[src/rtl/mem_access_stage_pkg.sv]
// Shared definitions for the memory-access stage.
//   - RV32I load/store funct3 width codes
//   - FSM state encoding for the data-memory handshake
package mem_access_stage_pkg;

   localparam logic [2:0] F3_B  = 3'b000;
   localparam logic [2:0] F3_H  = 3'b001;
   localparam logic [2:0] F3_W  = 3'b010;
   localparam logic [2:0] F3_BU = 3'b100;
   localparam logic [2:0] F3_HU = 3'b101;

   typedef enum logic [1:0] {
      ST_IDLE = 2'd0,
      ST_REQ  = 2'd1,
      ST_RESP = 2'd2,
      ST_DONE = 2'd3
   } state_t;

endpackage

[src/rtl/mem_access_stage_load_formatter.sv]
// load_formatter: combinational load-data alignment and extension.
// Shared with the writeback forwarding path.
//   rdata   in  32  raw word from data memory
//   offset  in  2   byte offset of the access within the word
//   funct3  in  3   RV32I load width/sign code
//   result  out 32  aligned, sign- or zero-extended load value
module load_formatter
   import mem_access_stage_pkg::*;
(
   input  logic [31:0] rdata,
   input  logic [1:0]  offset,
   input  logic [2:0]  funct3,
   output logic [31:0] result
);

   logic signed [7:0]  byte_sel;
   logic signed [15:0] half_sel;

   always_comb begin
      byte_sel = 8'sd0;
      case (offset)
         2'd0:    byte_sel = rdata[7:0];
         2'd1:    byte_sel = rdata[15:8];
         2'd2:    byte_sel = rdata[23:16];
         default: byte_sel = rdata[31:24];
      endcase
      half_sel = offset[1] ? rdata[31:16] : rdata[15:0];

      result = rdata;
      case (funct3)
         F3_B:    result = 32'(byte_sel);            // signed source: sign-extends
         F3_H:    result = 32'(half_sel);
         F3_BU:   result = {24'd0, byte_sel};
         F3_HU:   result = {16'd0, half_sel};
         default: result = rdata;
      endcase
   end

endmodule

[src/rtl/mem_access_stage.sv]
// mem_access_stage: RV32I MEM stage. Converts an EX/MEM load/store into a
// req/ready + rvalid data-memory transaction, formats load data for MEM_WB,
// stalls the front of the pipe while the transaction is outstanding, and
// reports misaligned / illegal accesses without issuing a request.
//   clk, reset (async, active-low)
//   mem_valid/mem_read/mem_write/mem_funct3/mem_addr/mem_store_data : EX/MEM
//   stall, read_data, access_fault                                   : pipeline
//   dmem_req/we/addr/be/wdata (out), dmem_ready/rvalid/rdata (in)    : memory
module mem_access_stage
   import mem_access_stage_pkg::*;
#(
   parameter int ADDR_W = 32
) (
   input  logic              clk,
   input  logic              reset,
   input  logic              mem_valid,
   input  logic              mem_read,
   input  logic              mem_write,
   input  logic [2:0]        mem_funct3,
   input  logic [ADDR_W-1:0] mem_addr,
   input  logic [31:0]       mem_store_data,
   output logic              stall,
   output logic [31:0]       read_data,
   output logic              access_fault,
   output logic              dmem_req,
   output logic              dmem_we,
   output logic [ADDR_W-1:0] dmem_addr,
   output logic [3:0]        dmem_be,
   output logic [31:0]       dmem_wdata,
   input  logic              dmem_ready,
   input  logic              dmem_rvalid,
   input  logic [31:0]       dmem_rdata
);

   state_t      state;
   logic        op;
   logic        illegal;
   logic        misaligned;
   logic        fault;
   logic        legal_op;
   logic [1:0]  off_q;
   logic [2:0]  f3_q;
   logic [31:0] fmt_data;

   // funct3[1:0] encodes width for both signed and unsigned variants.
   function automatic logic [3:0] lane_be(input logic [2:0] f3, input logic [1:0] off);
      case (f3[1:0])
         2'b00:   lane_be = 4'b0001 << off;
         2'b01:   lane_be = 4'b0011 << off;
         default: lane_be = 4'b1111;
      endcase
   endfunction

   // Replicate the store value across every lane it could land in so the
   // byte enables alone select the destination.
   function automatic logic [31:0] lane_wdata(input logic [2:0] f3, input logic [31:0] data);
      case (f3[1:0])
         2'b00:   lane_wdata = {4{data[7:0]}};
         2'b01:   lane_wdata = {2{data[15:0]}};
         default: lane_wdata = data;
      endcase
   endfunction

   always_comb begin
      op      = mem_valid & (mem_read | mem_write);
      illegal = mem_read & mem_write;
      case (mem_funct3)
         F3_B, F3_H, F3_W: ;
         F3_BU, F3_HU:     illegal = illegal | mem_write;
         default:          illegal = 1'b1;
      endcase
      misaligned = ((mem_funct3 == F3_H || mem_funct3 == F3_HU) && mem_addr[0]) ||
                   ((mem_funct3 == F3_W) && (mem_addr[1:0] != 2'b00));
      fault    = op & (illegal | misaligned);
      legal_op = op & ~fault;
   end

   // Gated by reset so the pipeline is never held while the stage is in reset.
   assign stall = reset & ((state == ST_IDLE && legal_op) ||
                           state == ST_REQ || state == ST_RESP);

   load_formatter u_fmt (
      .rdata  (dmem_rdata),
      .offset (off_q),
      .funct3 (f3_q),
      .result (fmt_data)
   );

   always_ff @(posedge clk or negedge reset) begin
      if (!reset) begin
         state        <= ST_IDLE;
         read_data    <= 32'd0;
         access_fault <= 1'b0;
         dmem_req     <= 1'b0;
         dmem_we      <= 1'b0;
         dmem_addr    <= '0;
         dmem_be      <= 4'd0;
         dmem_wdata   <= 32'd0;
         off_q        <= 2'd0;
         f3_q         <= 3'd0;
      end else begin
         access_fault <= 1'b0;
         case (state)
            ST_IDLE: begin
               if (fault) begin
                  access_fault <= 1'b1;
               end else if (legal_op) begin
                  dmem_req   <= 1'b1;
                  dmem_we    <= mem_write;
                  dmem_addr  <= {mem_addr[ADDR_W-1:2], 2'b00};
                  dmem_be    <= lane_be(mem_funct3, mem_addr[1:0]);
                  dmem_wdata <= lane_wdata(mem_funct3, mem_store_data);
                  off_q      <= mem_addr[1:0];
                  f3_q       <= mem_funct3;
                  state      <= ST_REQ;
               end
            end
            ST_REQ: begin
               if (dmem_ready) begin
                  dmem_req <= 1'b0;
                  state    <= dmem_we ? ST_DONE : ST_RESP;
               end
            end
            ST_RESP: begin
               if (dmem_rvalid) begin
                  read_data <= fmt_data;
                  state     <= ST_DONE;
               end
            end
            default: state <= ST_IDLE;
         endcase
      end
   end

endmodule

[config.mk]
export PLATFORM = sky130hd
export DESIGN_NAME = mem_access_stage
export DESIGN_NICKNAME = d
export VERILOG_FILES = /design/src/rtl/mem_access_stage_pkg.sv /design/src/rtl/mem_access_stage_load_formatter.sv /design/src/rtl/mem_access_stage.sv
export SDC_FILE = /design/constraint.sdc
export NUM_CORES = 1
export LEC_CHECK = 0
export ABC_AREA = 1
export CAP_MARGIN = 20
export CORE_MARGIN = 4
export CORE_UTILIZATION = 45
export CTS_CLUSTER_DIAMETER = 80
export DETAILED_ROUTE_END_ITERATION = 6
export PLACE_DENSITY = 0.83
export SLEW_MARGIN = 20
export SYNTH_ARGS = -nofsm -noshare
export SYNTH_HDL_FRONTEND = slang
export SYNTH_SLANG_ARGS = --single-unit
[constraint.sdc]
create_clock -name clk -period 4 [get_ports clk]
set_clock_uncertainty 0.15 [all_clocks]
set_input_delay 0.6 -clock clk [delete_from_list [all_inputs] [get_ports clk]]
set_output_delay 0.6 -clock clk [all_outputs]
set_load 0.005 [all_outputs]
==> impl_metrics.yaml <==
status:
  status: "complete, no violations"
floorplanning:
  core.rowCount: 39
  io_pins: 210
  initial_core_util: 0.4626
  core_area_um2: 11470
  die_w_um: 116.6
  die_area_um2: 13590
  die_h_um: 116.6
layout:
  design_area_um2: 7705
  area_growth_pct: 45.24
  drive_above_1_share: 0.05588
  fin_cells: 1002
  fin_nets: 964
  n_antenna_cell: 0
logic_synthesis:
  ys_async_sr_fraction: 1.000
  avgSynthCellArea_um2: 7.894
  synth_seq_area_share: 0.5094
  synth_cell_types: 28
  ys.flop_type: "dfrtp_1"
  ys_warn_count: 0
  synth_edf_count: 0
  mappedNetlistArea_um2: 5305
  synthCells: 672
  ys_ff_latch: 108
clocking:
  cts_resized: 0
  cts_hold_buffers: 0
  clk_pin_slew_ns: 0.07
  cts_tree: "built"
  cts_buffers: 9
  cts_sinks: 108
  cts_buffer_depth: 2
  clock_latency_ns: 0.35
  post_cts_buffers: 0
  cts_max_level: 3
  cts_root_buffer: "clkbuf_16"
critical_path:
  r2r_end: "read_data[9]"
  cp_max_fo: 11
  r2r-start: "f3_q[1]"
  worst_ep_arrival_time_ns: 2.55
  path_class: "in2out"
  startpoint: "mem_funct3[0]"
  startpoint_type: "primary input"
  crit_end: "stall"
  path_cells: "clkdlybuf4s50_1, inv_1, nand2_1, nand2_1, nand2_1, nor2_4, nand2_4, a21boi_0, clkdlybuf4s50_1"
  cp-end-kind: "output pin"
  critPathSlowestCell: "clkdlybuf4s50_1"
  cp.depth: 9
  crit_buf_inv: 3
  slowest_delay_ns: 0.63
  worstPathRequired_ns: 3.25
  regToRegSetupSlack_ns: 1.26
  r2r_cells: 7
  crit_family: "buffers and inverters"
  critPathMostFrequentCell: "nand2_1"
detailed_routing:
  wl_mm: 16.16
  top_layer_used: "met4"
  first_iter_violations: 411
  ant_nets: 0
  vias: 5103
  dr.pass1.iters: 5
  drc: 0
  avgRoutedWirePerCell_um: 16.13
  met1_length_mm: 6.536
  wl_met3_mm: 1.817
  wl_met2_mm: 7.487
  vias_per_cell: 5.093
pwr:
  p_per_area_nw_per_um2: 699.3
  p_leak_nw: 3.668
  power_mw: 5.388
  peakVddDrop_v: 0.0004219
global_route:
  grt_use_total: 0.2355
  grt_pass1_vias: 4896
  antenna_found_initial: 0
  grt_remaining_overflow: 0
  grt_start_max_net_pins: 115
  grt_pass1_wl_mm: 24.76
sta:
  tns_ns: 0
  period_needed_ns: 3.299
  drv_slew: 0
  rsz0062_at_grt: "false"
  timing.final.ws_setup_ns: 0.7015
  slew_headroom: 0.2705
  worst_pin_slew_ns: 1.094
  fin_crit_sh: 0.8246
  finalSetupViolations: 0
  final_hold_viol_count: 0
  timing.fmax_mhz: 303.2
worst_hold_path:
  min_path_type: "in2async"
placed_design:
  placed_area_um2: 7367
  place_inst: 986
  routabilityCongestion: 0.8706
  io_buffers: 207
  dp_hpwl_mm: 11.52
  pre_cts_ws_ns: 0.7012
job:
  maxCapViolations: 0
kinds of logic after synthesis:
kind of cell / Yosys count / synth area share
compound gates: 140 / 0.1377
fa+ha+maj: 4 / 0.009434
buf+inv: 100 / 0.08632
flops: 108 / 0.5094
other cells: 1 / 0.0007069
simple gates: 319 / 0.2564
metrics by stage:
stage / utilization / hold WS, ns
2_1_floorplan: - / 0.1544
3_3_place_gp: 0.6424 / 0.3026
3_5_place_dp: 0.6424 / 0.3076
4_1_cts: 0.6719 / 0.05310
5_1_grt: 0.6719 / 0.08745
6_report: 0.6719 / 0.04803
cells in the final DEF (no fill, tap or decap), drive strengths merged, types with 2 or more instances in the layout:
cell	n
clkdlybuf4s50	206
nand2	199
dfrtp	108
o21ai	76
nand3	66
inv	56
a21oi	55
nor2	33
or2	16
clkbuf	13
o211ai	8
buf	7
ha	4
nand4	4
conb	2
bufinv	2
synth_stat cells, types with 2 or more instances:
cell type / number / area (um2)
nand2_1: 198 / 743.2
buf_2: 10 / 50.05
o21ai_2: 2 / 17.52
dfrtp_1: 108 / 2703
ha_1: 4 / 50.05
or2_2: 16 / 100.1
nand3_1: 66 / 330.3
nor2_1: 31 / 116.4
buf_6: 7 / 78.83
inv_2: 2 / 7.510
nand4_1: 3 / 18.77
o211ai_1: 8 / 60.06
inv_1: 53 / 198.9
a21oi_1: 55 / 275.3
o21ai_0: 54 / 270.3
clkbuf_1: 21 / 78.83
buf_4: 4 / 30.03
o21ai_1: 20 / 100.1
metal layers:
metal / GRT usage / vias up
met4: 0.08257 / 0
met2: 0.3692 / 196
met1: 0.2961 / 2356
met3: 0.09637 / 23
li1: - / 2528
met5: 0 / -
area by class of cell:
type                            count  area, um2
Clock buffer                       13      270.3
Fill cell                         973       3762
Inverter                           57      216.5
Multi-Input combinational cell    465       2155
Sequential cell                   108       2703
Timing Repair Buffer              213       2115
Tap cell                          143      178.9
Clock inverter                      3      67.56
flip-flops by register name (all words and copies together) (netlist names):
| signal | count |
|---|---|
| access_fault | 1 |
| dmem_be | 4 |
| dmem_we | 1 |
| dmem_req | 1 |
| off_q | 2 |
| read_data | 32 |
| dmem_addr | 30 |
| f3_q | 3 |
| dmem_wdata | 32 |
| state | 2 |
how the worst min path moves through the flow:
| stage | startpoint | endpoint | slack (ns) | cells past startpoint |
|---|---|---|---|---|
| 3_5_place_dp | dmem_addr[7] | dmem_addr[7] | 0.31 | 2 |
| 5_1_grt | reset | read_data[17] | 0.09 | 1 |
| 3_3_place_gp | dmem_addr[20] | dmem_addr[20] | 0.30 | 2 |
| 2_1_floorplan | reset | access_fault | 0.15 | 0 |
| 6_report | reset | read_data[17] | 0.05 | 1 |
| 4_1_cts | reset | read_data[17] | 0.05 | 1 |
power by group:
group	total [mW]	internal, mW	switching [mW]
clock	1.00	0.601	0.400
combinational	2.44	1.35	1.09
sequential	1.95	1.61	0.344
No activity file was read; power rests on OpenSTA's default activity.
